[src/rtl/mult_rr_scheduler.sv]
// mult_rr_scheduler: round-robin sharing of one signed 16x16 parity-checked multiplier among N_REQ requesters,
// with a watchdog that resets a hung multiplier and answers with a timeout response.
module mult_rr_scheduler #(
    parameter int N_REQ          = 4,
    parameter int TIMEOUT_CYCLES = 64
) (
    input  logic                     clk,
    input  logic                     rst,
    input  logic [N_REQ-1:0]         req_valid,
    input  logic [16*N_REQ-1:0]      req_arg_a,
    input  logic [N_REQ-1:0]         req_arg_a_parity,
    input  logic [16*N_REQ-1:0]      req_arg_b,
    input  logic [N_REQ-1:0]         req_arg_b_parity,
    output logic [N_REQ-1:0]         req_ready,
    output logic [N_REQ-1:0]         rsp_valid,
    output logic [$clog2(N_REQ)-1:0] rsp_id,
    output logic [31:0]              rsp_result,
    output logic                     rsp_result_parity,
    output logic                     rsp_parity_error,
    output logic                     rsp_timeout,
    output logic                     busy,
    output logic                     m_rst_n,
    output logic                     m_req,
    output logic [15:0]              m_arg_a,
    output logic                     m_arg_a_parity,
    output logic [15:0]              m_arg_b,
    output logic                     m_arg_b_parity,
    input  logic                     m_ack,
    input  logic [31:0]              m_result,
    input  logic                     m_result_parity,
    input  logic                     m_result_rdy,
    input  logic                     m_arg_parity_error
);
    localparam int IW = $clog2(N_REQ);
    localparam int CW = $clog2(TIMEOUT_CYCLES) + 1;

    typedef enum logic [2:0] {IDLE, ISSUE, WAIT, RECOVER, RESP} state_t;

    state_t        state;
    logic [IW-1:0] ptr, g, gnt, idx;
    logic [CW-1:0] cnt;
    logic          expired;

    assign expired = cnt >= CW'(TIMEOUT_CYCLES - 1);
    assign busy    = state != IDLE;
    assign m_rst_n = !(rst || state == RECOVER);

    // Scan downward so the requester closest to ptr is assigned last and wins.
    always_comb begin
        gnt = '0;
        idx = '0;
        for (int k = N_REQ - 1; k >= 0; k--) begin
            idx = IW'((32'(ptr) + 32'(k)) % N_REQ);
            if (req_valid[idx]) gnt = idx;
        end
    end

    always_ff @(posedge clk) begin
        if (rst) begin
            state             <= IDLE;
            ptr               <= '0;
            g                 <= '0;
            cnt               <= '0;
            req_ready         <= '0;
            rsp_valid         <= '0;
            rsp_id            <= '0;
            rsp_result        <= '0;
            rsp_result_parity <= 1'b0;
            rsp_parity_error  <= 1'b0;
            rsp_timeout       <= 1'b0;
            m_req             <= 1'b0;
            m_arg_a           <= '0;
            m_arg_a_parity    <= 1'b0;
            m_arg_b           <= '0;
            m_arg_b_parity    <= 1'b0;
        end else begin
            req_ready         <= '0;
            rsp_valid         <= '0;
            rsp_id            <= '0;
            rsp_result        <= '0;
            rsp_result_parity <= 1'b0;
            rsp_parity_error  <= 1'b0;
            rsp_timeout       <= 1'b0;
            case (state)
                IDLE: if (|req_valid) begin
                    g              <= gnt;
                    m_arg_a        <= req_arg_a[16*gnt +: 16];
                    m_arg_a_parity <= req_arg_a_parity[gnt];
                    m_arg_b        <= req_arg_b[16*gnt +: 16];
                    m_arg_b_parity <= req_arg_b_parity[gnt];
                    req_ready      <= N_REQ'(1) << gnt;
                    m_req          <= 1'b1;
                    cnt            <= '0;
                    state          <= ISSUE;
                end
                ISSUE: begin
                    cnt <= cnt + 1'b1;
                    if (m_ack) begin
                        m_req <= 1'b0;
                        state <= WAIT;
                    end else if (expired) begin
                        m_req <= 1'b0;
                        state <= RECOVER;
                    end
                end
                WAIT: begin
                    cnt <= cnt + 1'b1;
                    // A completion in the expiry cycle still counts as a normal response.
                    if (m_result_rdy) begin
                        rsp_valid         <= N_REQ'(1) << g;
                        rsp_id            <= g;
                        rsp_result        <= m_result;
                        rsp_result_parity <= m_result_parity;
                        rsp_parity_error  <= m_arg_parity_error;
                        state             <= RESP;
                    end else if (expired) begin
                        state <= RECOVER;
                    end
                end
                RECOVER: begin
                    rsp_valid   <= N_REQ'(1) << g;
                    rsp_id      <= g;
                    rsp_timeout <= 1'b1;
                    state       <= RESP;
                end
                RESP: begin
                    ptr   <= (g == IW'(N_REQ - 1)) ? '0 : g + 1'b1;
                    state <= IDLE;
                end
                default: state <= IDLE;
            endcase
        end
    end
endmodule

[config.mk]
export PLATFORM = sky130hd
export DESIGN_NAME = mult_rr_scheduler
export DESIGN_NICKNAME = d
export VERILOG_FILES = /design/src/rtl/mult_rr_scheduler.sv
export SDC_FILE = /design/constraint.sdc
export NUM_CORES = 1
export LEC_CHECK = 0
export BUFFER_PORTS_ARGS = -buffer_cell sky130_fd_sc_hd__buf_2
export CELL_PAD_IN_SITES_DETAIL_PLACEMENT = 1
export CELL_PAD_IN_SITES_GLOBAL_PLACEMENT = 1
export CORE_MARGIN = 2
export CORE_UTILIZATION = 28
export DETAILED_ROUTE_END_ITERATION = 10
export PLACE_DENSITY_LB_ADDON = 0.1
export SETUP_SLACK_MARGIN = 0.4
export SLEW_MARGIN = 10
export SYNTH_ARGS = -nofsm -noshare
export SYNTH_HDL_FRONTEND = slang
export SYNTH_SLANG_ARGS = --single-unit
export TNS_END_PERCENT = 1
[constraint.sdc]
create_clock -name clk -period 2.3 [get_ports clk]
set_clock_uncertainty 0.1 [all_clocks]
set_input_delay 0 -clock clk [delete_from_list [all_inputs] [get_ports clk]]
set_output_delay 0 -clock clk [all_outputs]
set_load 0.01 [all_outputs]
==> impl_metrics.csv, run 1 <==
group,metric,value,unit
synth,seq_area_frac_synth,40.8,%
synth,synthSimpleGateAreaFrac,20.1,%
synth,yosysWarnings,0,
sta,setup_slack,447,ps
power_and_ir_drop,power_frac_clock,34.5,%
power_and_ir_drop,power_frac_comb,25.7,%
power_and_ir_drop,powerDensity,539,mW/mm^2
setup_path,cp_top_family,"compound AO/OA/AOI/OAI gates",
die,start_util,28.8,%
synth,yosys.area_share.adder,1.36,%
setup_path,cp.arrival,1970,ps
power_and_ir_drop,internal-power,0.00319,W
die,die_x,132,um
cells_and_area,area_growth,80.6,%
setup_path,crit_type,"flip-flop to flip-flop",
clocking,clock_path_buffers,2,
min_path,hold_class,"primary input to flip-flop",
run_status,status,"finished clean",
drt,drt_iter0_drc,222,
drt,postRouteWirelength,21900,um
setup_path,path_max_fanout,10,
setup_path,rrSetupSlack,450,ps
setup_path,r2r_end,"m_arg_b[1]",
setup_path,path_buf_inv,2,
clocking,numCtsBuffers,9,
cells_and_area,drive_gt1_share,38.7,%
place,io_buffers,259,
setup_path,cp-start-kind,"flip-flop",
place,pre_cts_slack,245,ps
clocking,cts_root_buf,"clkbuf_16",
power_and_ir_drop,power_switching,0.00130,W
power_and_ir_drop,p_seq_share,39.9,%
setup_path,cp_slowest_stage_delay,420,ps
sta,hold_ws,84.1,ps
setup_path,crit_chain,"mux2i_4 -> buf_4 -> nor2_4 -> buf_12 -> o31ai_1 -> a21o_1 -> o211ai_1",
synth,synth_top_family_by_area,"compound AO/OA/AOI/OAI gates",
synth,syn_inst,481,
sta,setup_viol,0,
power_and_ir_drop,static-leakage-power,4.00,nW
clocking,htree_levels,3,
synth,ys_types,47,
setup_path,r2r_cells,7,
drt,vias_per_cell,4.96,
flow_run,drv_cap,0,
setup_path,endpoint_kind,"flip-flop",
synth,syn_area_per_cell,9.59,sq um
clocking,cts.sinks,94,
global_routing,grt_pass1_vias,6289,
sta,worstMarginPinSlew,606,ps
drt,via_count,5587,
synth,syn_nets,664,
sta,setup_tns,0,ps
clocking,cts_tree,"done",
synth,synth_edf_count,0,
sta,rsz0062_at_grt,"yes",
global_routing,grt_pass1_wl,34700,um
drt,drcViolationCount,0,
clocking,clk_latency,340,ps
global_routing,grt_start_max_net_pins,36,
min_path,whs_endpoint,"state[0]",
global_routing,grt_overflow,0,
sta,final_hold_viol_count,0,
place,globalplace.congestion,0.826,
sta,fmax,0.540,GHz
power_and_ir_drop,vdd_drop_max,0.000347,V
setup_path,cp.required,2410,ps
drt,wl_per_cell,19.5,um
sta,fin_crit_sh,80.6,%
synth,synthMuxAreaShare,7.60,%
setup_path,critPathSlowestCell,"dfxtp_2",
synth,async_reset_ff_share,0,%
die,die-area,0.0175,sq mm
place,dp_hpwl,12000,um
cells_and_area,nets,1087,
die,io_pins,260,
die,fp-row-count,46,
synth,synth-main-ff-cell,"dfxtp_1",
cells_and_area,final_core_util,52.0,%
drt,antenna_left,0,
sta,fin_crit,1850,ps
power_and_ir_drop,swShare,29.0,%
min_path,holdCritStartpoint,"req_valid[1]",
synth,netlist_area,0.00461,sq mm
setup_path,crit-reg2reg-launch,"ptr[1]",
die,core_area,0.0160,sq mm
drt,firstDrtPassIters,4,
synth,synth-compound-area-share,23.1,%
die,dieHeight,132,um
min_path,hold_depth,5,
synth,ys_ff_latch,94,
global_routing,grt_antenna_before_repair,1,
global_routing,grt_usage,25.0,%
synth,synth-xor-area-share,1.14,%
clocking,cts.reportedPaths.clkPinSlew,70,ps
sta,slew_viol_final,0,
sta,maxSlewHeadroom,59.5,%
## registers in the layout, indices dropped and copies added (netlist names)
signal,flops
m_arg_a,16
rsp_result,32
m_req,1
ptr,2
rsp_id,2
rsp_timeout,1
m_arg_a_parity,1
state,3
rsp_result_parity,1
m_arg_b,16
rsp_valid,4
req_ready,4
rsp_parity_error,1
g,2
m_arg_b_parity,1
cnt,7
## power by group through the flow
stage	combinational, W	clock (W)	sequential (W)
after global routing	0.00124	0.00167	0.00180
after floorplan	0.000432	0	0.00185
after CTS	0.00110	0.00161	0.00179
after detailed placement	0.000822	0	0.00182
final	0.00115	0.00155	0.00179
after global placement	0.000803	0	0.00182
## layer usage
metal  vias to the layer above  wire length (um)  GRT usage [%]
li1                       2608                 -              -
met2                       236             10700           43.4
met5                         -                 0              0
met1                      2707              9330           29.8
met3                        36              1450           6.27
met4                         0               477           8.96
## cells in the final DEF, fill, tap and decap left out, types with 11 or more instances in the layout
master | netlist | final
buf_4 | 1 | 11
dfxtp_1 | 94 | 92
and2_1 | 40 | 40
dlygate4sd3_1 | 0 | 173
o211ai_2 | 28 | 28
nand4_1 | 38 | 38
o31ai_1 | 34 | 34
mux2i_1 | 35 | 32
buf_2 | 7 | 259
nand2_1 | 42 | 42
nor2_1 | 21 | 17
a21o_1 | 36 | 36
## timing repair
item                                    4_1_cts  5_1_grt
hold buffers                                173        0
endpoints found under the hold margin        77        0
endpoints found under the setup margin       42       41
pin swaps                                     4        4
setup buffers                                 3        5
gates resized for setup                      14        9
cloned                                        3        0
## synth_stat cells, types with 2 or more instances
cell type | instances | area [sq um]
a21o_1 | 36 | 270
a21oi_1 | 10 | 50.1
a31o_2 | 2 | 17.5
and2_1 | 40 | 250
and3_1 | 2 | 12.5
buf_2 | 7 | 35.0
buf_6 | 6 | 67.6
buf_8 | 3 | 45.0
clkbuf_1 | 26 | 97.6
dfxtp_1 | 94 | 1880
ha_1 | 5 | 62.6
inv_1 | 5 | 18.8
mux2i_1 | 35 | 350
nand2_1 | 42 | 158
nand2b_1 | 2 | 12.5
nand3_1 | 2 | 10.0
nand4_1 | 38 | 238
nor2_1 | 21 | 78.8
nor2_2 | 2 | 12.5
nor3_1 | 6 | 30.0
o211ai_1 | 6 | 45.0
o211ai_2 | 28 | 350
o31ai_1 | 34 | 255
or2_1 | 2 | 12.5
xor2_1 | 5 | 43.8
## tightest hold or removal path: stages
cell and delay [ps]:
buf_2 160, nor4_2 100, nand2_1 100, nand2_1 60
nor2_1 70
## through the flow
stage / cell area [sq um] / cells / power (W)
after detailed placement: 6070 / 925 / 0.00264
after floorplan: 4610 / 481 / 0.00228
final: 8330 / 1126 / 0.00448
after global placement: 6070 / 925 / 0.00262
after global routing: 8330 / 1126 / 0.00471
after CTS: 8220 / 1120 / 0.00450
## final cells by class
class	count	area (sq um)
well taps	216	270
inverters	5	18.8
fillers	1870	7670
multi-input cells	342	2580
clock buffers	9	225
flip-flops and latches	94	1880
repair buffers	452	3260
clock inverters	7	82.6
diodes	1	2.50
## how the worst max path moves through the flow
stage,startpoint,to,cells after the start
after floorplan,ptr[1],m_arg_a[0],8
after global placement,ptr[1],m_arg_a_parity,5
after detailed placement,ptr[1],m_arg_a[7],5
after CTS,ptr[1],m_arg_b[11],6
after global routing,state[0],cnt[3],6
final,ptr[1],m_arg_b[1],7
## cells by family after synthesis
group,after synthesis
AOI/OAI and AO/OA,124
xor gates and xnor gates,6
adders and majority gates,5
buffers and inverters,48
DFF,94
muxes,35
and+or+nand+nor,169
Note: power is estimated with default switching activity, not from simulation.
==> run 2: changes to the inputs <==
--- a/config.mk
+++ b/config.mk
@@ -5,11 +5,12 @@
 export SDC_FILE = /design/constraint.sdc
 export NUM_CORES = 1
 export LEC_CHECK = 0
+export ABC_AREA = 1
 export BUFFER_PORTS_ARGS = -buffer_cell sky130_fd_sc_hd__buf_2
 export CELL_PAD_IN_SITES_DETAIL_PLACEMENT = 1
 export CELL_PAD_IN_SITES_GLOBAL_PLACEMENT = 1
 export CORE_MARGIN = 2
-export CORE_UTILIZATION = 28
+export CORE_UTILIZATION = 26
 export DETAILED_ROUTE_END_ITERATION = 10
 export PLACE_DENSITY_LB_ADDON = 0.1
 export SETUP_SLACK_MARGIN = 0.4
==> constraint.sdc (replaced) <==
create_clock -name clk -period 1.5 [get_ports clk]
set_clock_uncertainty 0.1 [all_clocks]
set_input_delay 0 -clock clk [delete_from_list [all_inputs] [get_ports clk]]
set_output_delay 0 -clock clk [all_outputs]
set_load 0.01 [all_outputs]
==> run 2 against run 1 <==
The flow now finishes with violations (setup timing). Global-route usage decreased by 0.25 points. Register-to-register slack got worse by 900 ps. Critical path depth increased by 6. Fmax decreased by 4.9%. Core utilization increased by 2.7 points. Die area increased by 5.1%. Via count increased by 16%. Final area increased by 12%. Flip-flop and latch count unchanged. Largest cell class unchanged. Area after synthesis decreased by 2.3%. Routed wire length increased by 12%.
==> impl_metrics.csv, run 2 <==
group,metric,value,unit
power_and_ir_drop,swShare,33.7,%
synth,yosysWarnings,0,
die,io_pins,260,
die,dieHeight,136,um
power_and_ir_drop,internal-power,0.00518,W
synth,synth.top_cell.area_share,41.8,%
clocking,clock_path_buffers,2,
setup_path,cp_slowest_stage_delay,410,ps
sta,rsz0062_at_grt,"yes",
cells_and_area,postLayoutCellArea,0.00937,sq mm
global_routing,grt_antenna_before_repair,3,
cells_and_area,layout_common_cells,"buf_2, dlygate4sd3_1, nand2_1",
global_routing,grt_pass1_wl,35400,um
drt,postRouteWirelength,24500,um
flow_run,drv_cap,0,
setup_path,endpoint_kind,"flip-flop",
drt,firstDrtPassIters,4,
drt,vias_per_cell,4.80,
power_and_ir_drop,power_frac_clock,29.4,%
setup_path,critPathSlowestCell,"dfxtp_4",
synth,netlist_area,0.00451,sq mm
setup_path,cp.arrival,2090,ps
clocking,cts_tree,"done",
clocking,clk_latency,350,ps
sta,maxSlewHeadroom,75.5,%
die,fp-row-count,48,
cells_and_area,largest_reg_flops,32,
synth,yosysTopAreaCell,"dfxtp_1",
die,die_x,136,um
sta,fin_crit,1950,ps
global_routing,grt_start_max_net_pins,35,
die,start_util,26.3,%
min_path,hold_class,"primary input to flip-flop",
cells_and_area,nets,1296,
die,die-area,0.0184,sq mm
cells_and_area,final.fill_count,2106,
synth,synth_top_cells_by_area,"dfxtp_1, nand3_1, nand2_1",
place,globalplace.congestion,0.827,
sta,setup_tns,-13090,ps
setup_path,cp.required,1640,ps
drt,drt_iter0_drc,234,
cells_and_area,drive_gt1_share,43.0,%
power_and_ir_drop,power_frac_comb,34.5,%
synth,seq_area_frac_synth,41.8,%
setup_path,crit_type,"flip-flop to flip-flop",
cells_and_area,area_growth,108,%
drt,drcViolationCount,0,
sta,setup_slack,-450,ps
power_and_ir_drop,static-leakage-power,4.62,nW
synth,synth_most_common_cell,"nand3_1",
synth,async_reset_ff_share,0,%
clocking,numCtsBuffers,9,
drt,wl_per_cell,18.2,um
sta,worstMarginPinSlew,367,ps
cells_and_area,top_register,"rsp_result",
sta,slew_viol_final,0,
power_and_ir_drop,vdd_drop_max,0.000586,V
setup_path,crit_chain,"inv_6 -> nand2_4 -> nor2_4 -> nor2_4 -> nand3_4 -> nand3_4 -> nand2_4 -> buf_12 -> buf_12 -> nand2_1 -> nand3_2 -> nand3_1 -> nand2_1",
synth,syn_inst,647,
clocking,cts.reportedPaths.clkPinSlew,70,ps
global_routing,grt_overflow,0,
synth,ys_ff_latch,94,
sta,setup_viol,42,
synth,syn_nets,830,
power_and_ir_drop,power_switching,0.00263,W
sta,final_hold_viol_count,0,
cells_and_area,reg.largest.list,"rsp_result (32), m_arg_a (16), m_arg_b (16)",
drt,antenna_left,0,
global_routing,grt_pass1_vias,7009,
clocking,cts_root_buf,"clkbuf_16",
synth,syn_area_per_cell,6.96,sq um
synth,ys_types,28,
cells_and_area,mostFrequentLayoutCell,"buf_2",
run_status,violations,"setup timing",
cells_and_area,multi_input_area,0.00279,sq mm
place,io_buffers,259,
global_routing,grt_usage,24.7,%
place,place_area,0.00635,sq mm
run_status,status,"finished, violations left",
synth,yosys-top-cells-count,"nand3_1, nand2_1, dfxtp_1",
synth,synth-main-ff-cell,"dfxtp_1",
sta,fin_crit_sh,130,%
setup_path,cp-start-kind,"flip-flop",
place,dp_hpwl,13500,um
power_and_ir_drop,powerDensity,834,mW/mm^2
synth,synth_edf_count,0,
cells_and_area,regArea,0.00189,sq mm
power_and_ir_drop,p_seq_share,36.1,%
sta,fmax,0.513,GHz
die,core_area,0.0171,sq mm
clocking,cts.sinks,94,
setup_path,path_max_fanout,7,
drt,via_count,6456,
clocking,htree_levels,3,
==> run 2: cell types whose count changed after synthesis, sizes merged, moves of 16 or more <==
cell    delta
a21o      -36
and2      -40
clkbuf    -16
inv       +59
mux2i     -35
nand2    +128
nand3    +178
nand4     -36
nor2      +28
o211ai    -33
o31ai     -31
==> run 2: stage by stage <==
step | instances | hold slack (ps) | setup WS, ps | utilization [%] | power [W]
6_report | 1346 | 1.17 | -450 | 54.7 | 0.00781
5_1_grt | 1346 | 38.0 | -581 | 54.7 | 0.00823
4_1_cts | 1336 | 3.28 | -351 | 50.6 | 0.00752
3_5_place_dp | 1140 | 123 | -484 | 37.1 | 0.00472
3_3_place_gp | 1140 | 112 | -373 | 37.1 | 0.00469
2_1_floorplan | 647 | 12.2 | -171 | - | 0.00380
==> run 2: final timing paths <==
kind            endpoint       start  cells after the start  slack, ps
max          m_arg_b[10]      ptr[0]                     13       -450
min reg2reg   m_arg_b[0]  m_arg_b[0]                      2        350
min               cnt[5]         rst                      4          1
max reg2reg  m_arg_b[10]      ptr[0]                     13       -450
==> run 2: final cells by class <==
| cell class | instances | area share [%] |
|---|---|---|
| well taps | 225 | 3.01 |
| clock buffers | 9 | 2.40 |
| diodes | 3 | 0.0802 |
| inverters | 64 | 2.67 |
| clock inverters | 7 | 0.721 |
| multi-input cells | 450 | 29.8 |
| repair buffers | 494 | 41.1 |
| flip-flops and latches | 94 | 20.2 |
==> run 2: worst max-delay path, delay by kind of cell (launching register included) <==
kind | cells | cell delay [ps]
AND/OR/NAND/NOR | 10 | 980
buffers and inverters | 3 | 350
flip-flops | 1 | 410
==> run 2: routing by layer <==
metal / global-route usage, % / vias to the layer above / wire length, um
met5: 0 / - / 0
met4: 13.4 / 0 / 1140
met3: 4.60 / 89 / 1350
met2: 44.1 / 284 / 12900
met1: 27.7 / 3048 / 9180
li1: - / 3035 / -
==> run 2: cell families after synthesis <==
kind of cell	Yosys count	synth area share (%)
flops	94	41.8
simple gates	418	42.4
compound gates	27	3.64
fa+ha+maj	5	1.39
buf+inv	103	10.8
==> run 2: repair_timing <==
| action | in CTS | in global routing |
|---|---|---|
| pin swaps | 31 | 63 |
| endpoints found under the setup margin | 95 | 96 |
| hold buffers | 173 | 0 |
| hold endpoints to repair | 75 | 0 |
| setup buffers | 5 | 3 |
| gates cloned | 2 | 4 |
| resized for setup | 64 | 135 |
==> run 2: power by group through the flow <==
| stage | registers, W | clock network (W) | logic (W) |
|---|---|---|---|
| 6_report | 0.00282 | 0.00230 | 0.00269 |
| 5_1_grt | 0.00284 | 0.00248 | 0.00291 |
| 4_1_cts | 0.00281 | 0.00237 | 0.00234 |
| 3_5_place_dp | 0.00287 | 0 | 0.00186 |
| 3_3_place_gp | 0.00287 | 0 | 0.00182 |
| 2_1_floorplan | 0.00294 | 0 | 0.000860 |
==> run 3: changes to the inputs <==
--- a/config.mk
+++ b/config.mk
@@ -5,12 +5,11 @@
 export SDC_FILE = /design/constraint.sdc
 export NUM_CORES = 1
 export LEC_CHECK = 0
-export ABC_AREA = 1
 export BUFFER_PORTS_ARGS = -buffer_cell sky130_fd_sc_hd__buf_2
 export CELL_PAD_IN_SITES_DETAIL_PLACEMENT = 1
 export CELL_PAD_IN_SITES_GLOBAL_PLACEMENT = 1
 export CORE_MARGIN = 2
-export CORE_UTILIZATION = 26
+export CORE_UTILIZATION = 28
 export DETAILED_ROUTE_END_ITERATION = 10
 export PLACE_DENSITY_LB_ADDON = 0.1
 export SETUP_SLACK_MARGIN = 0.4
==> run 3 against run 2 <==
The run ends with hold timing, setup timing left. Flip-flop and latch count stayed put. Worst hold slack worse by 93 ps. Via count is 11% lower. Register-to-register slack better by 160 ps. Critical endpoint is now m_arg_b_parity.
==> impl_metrics.csv, run 3 (synthesis results as in run 1) <==
group,metric,value,unit
run_status,status,"finished, violations left",
run_status,violations,"hold timing, setup timing",
drt,drcViolationCount,0,
setup_path,cp.required,1680,ps
die,core_area,0.0160,sq mm
power_and_ir_drop,vdd_drop_max,0.000536,V
power_and_ir_drop,static-leakage-power,4.23,nW
drt,antenna_left,0,
setup_path,cp_top_family,"compound AO/OA/AOI/OAI gates",
place,pre_cts_slack,-420,ps
setup_path,cp-start-kind,"flip-flop",
global_routing,grt_overflow,0,
setup_path,cp_slowest_stage_delay,430,ps
global_routing,grt_antenna_before_repair,1,
place,dp.cells,965,
global_routing,grt_start_max_net_pins,35,
cells_and_area,area_growth,92.6,%
power_and_ir_drop,internal-power,0.00501,W
clocking,hold_buffers,173,
die,die_x,132,um
setup_path,crit_chain,"mux2i_4 -> buf_4 -> nor2_4 -> o31ai_1 -> a21o_1 -> o211ai_2",
sta,hold_ws,-92.3,ps
power_and_ir_drop,p_seq_share,38.7,%
sta,maxSlewHeadroom,58.9,%
sta,slew_viol_final,0,
cells_and_area,multi_input_area,0.00275,sq mm
sta,fin_crit,1790,ps
cells_and_area,fin_cells,1158,
drt,wl_per_cell,19.3,um
power_and_ir_drop,powerDensity,796,mW/mm^2
die,dieHeight,132,um
global_routing,use_met2,44.2,%
cells_and_area,mostFrequentLayoutCell,"buf_2",
cells_and_area,reg.largest.list,"rsp_result (32), m_arg_a (16), m_arg_b (16)",
place,dp_hpwl,12800,um
cells_and_area,final.fill_count,1809,
global_routing,gr-usage-met1,28.2,%
clocking,clk_latency,350,ps
place,place_area,0.00649,sq mm
cells_and_area,nets,1119,
clocking,htree_levels,3,
global_routing,grt_pass1_vias,6441,
sta,fin_crit_sh,119,%
die,die-area,0.0175,sq mm
clocking,cts.reportedPaths.clkPinSlew,70,ps
global_routing,grt_pass1_wl,34800,um
setup_path,r2r_cells,6,
sta,final_hold_viol_count,2,
cells_and_area,regArea,0.00190,sq mm
clocking,cts_root_buf,"clkbuf_16",
cells_and_area,top_register,"rsp_result",
setup_path,path_buf_inv,1,
place,globalplace.congestion,0.816,
sta,setup_viol,39,
setup_path,crit_type,"flip-flop to flip-flop",
power_and_ir_drop,power_frac_clock,33.8,%
min_path,hold_class,"primary input to flip-flop",
setup_path,crit-reg2reg-launch,"ptr[1]",
cells_and_area,largest_reg_flops,32,
drt,via_count,5724,
flow_run,drv_cap,0,
clocking,clock_path_buffers,2,
global_routing,met3_usage,7.38,%
power_and_ir_drop,power_frac_comb,27.5,%
clocking,cts_tree,"done",
die,io_pins,260,
setup_path,cp.arrival,1970,ps
setup_path,endpoint_kind,"flip-flop",
cells_and_area,postLayoutCellArea,0.00888,sq mm
clocking,numCtsBuffers,9,
drt,drt_iter0_drc,255,
power_and_ir_drop,power_switching,0.00205,W
place,io_buffers,259,
global_routing,grt_usage,24.9,%
die,fp-row-count,46,
clocking,cts.sinks,94,
setup_path,path_max_fanout,17,
drt,firstDrtPassIters,4,
min_path,hold_depth,3,
drt,postRouteWirelength,22300,um
sta,setup_slack,-289,ps
cells_and_area,layout_common_cells,"buf_2, dlygate4sd3_1, dfxtp_1",
sta,worstMarginPinSlew,614,ps
sta,fmax,0.559,GHz
global_routing,busiest_layer,"met2",
drt,vias_per_cell,4.94,
setup_path,critPathSlowestCell,"nor2_4",
power_and_ir_drop,swShare,29.1,%
die,start_util,28.8,%
min_path,whs_endpoint,"rsp_timeout",
setup_path,r2r_end,"m_arg_b_parity",
min_path,holdCritStartpoint,"rst",
cells_and_area,drive_gt1_share,47.3,%
setup_path,rrSetupSlack,-290,ps
sta,rsz0062_at_grt,"yes",
## run 3: cell type report
class | instances | share of cell area [%]
repair buffers | 486 | 41.0
multi-input cells | 340 | 30.9
inverters | 5 | 0.211
clock buffers | 9 | 2.54
well taps | 216 | 3.04
diodes | 1 | 0.0282
clock inverters | 7 | 0.916
flip-flops and latches | 94 | 21.4
## run 3: timing repair
item	in CTS	in global routing
endpoints found under the hold margin	80	2
pin swaps	55	13
setup buffers	1	0
endpoints found under the setup margin	95	95
cloned	1	1
gates resized for setup	75	18
## run 3: tightest hold or removal path, cell delays in order
cell and delay (ps):
buf_2 110, nor2_4 50, and2_1 140
## run 3: worst max-delay path by stage
stage | startpoint | end | slack, ps | cells after the start
3_5_place_dp | ptr[1] | m_arg_b[12] | -420 | 5
6_report | ptr[1] | m_arg_b_parity | -290 | 6
3_3_place_gp | ptr[1] | req_ready[3] | -350 | 5
4_1_cts | ptr[1] | m_arg_b[0] | -280 | 6
5_1_grt | ptr[1] | m_arg_b[0] | -340 | 6
2_1_floorplan | ptr[1] | m_arg_a[0] | -180 | 8
## run 3: power groups by stage
| stage | Combinational, W | Sequential (W) | Clock [W] |
|---|---|---|---|
| floorplan | 0.000663 | 0.00284 | 0 |
| global placement | 0.00139 | 0.00277 | 0 |
| detailed placement | 0.00142 | 0.00278 | 0 |
| CTS | 0.00186 | 0.00273 | 0.00248 |
| global route | 0.00208 | 0.00275 | 0.00258 |
| finish | 0.00195 | 0.00273 | 0.00239 |
## run 3: layer usage
layer  vias to the layer above  share of wire (%)
met5                         -                  0
met4                         0                2.4
met3                        48                8.0
met2                       292                 50
met1                      2720                 40
li1                       2664                  -
## run 3: through the flow
step	utilization [%]	total power (W)	setup TNS, ps
2_1_floorplan	-	0.00350	-7160
3_3_place_gp	40.6	0.00416	-12380
3_5_place_dp	40.6	0.00420	-14940
4_1_cts	54.9	0.00706	-8550
5_1_grt	55.5	0.00741	-11060
6_report	55.5	0.00707	-8360
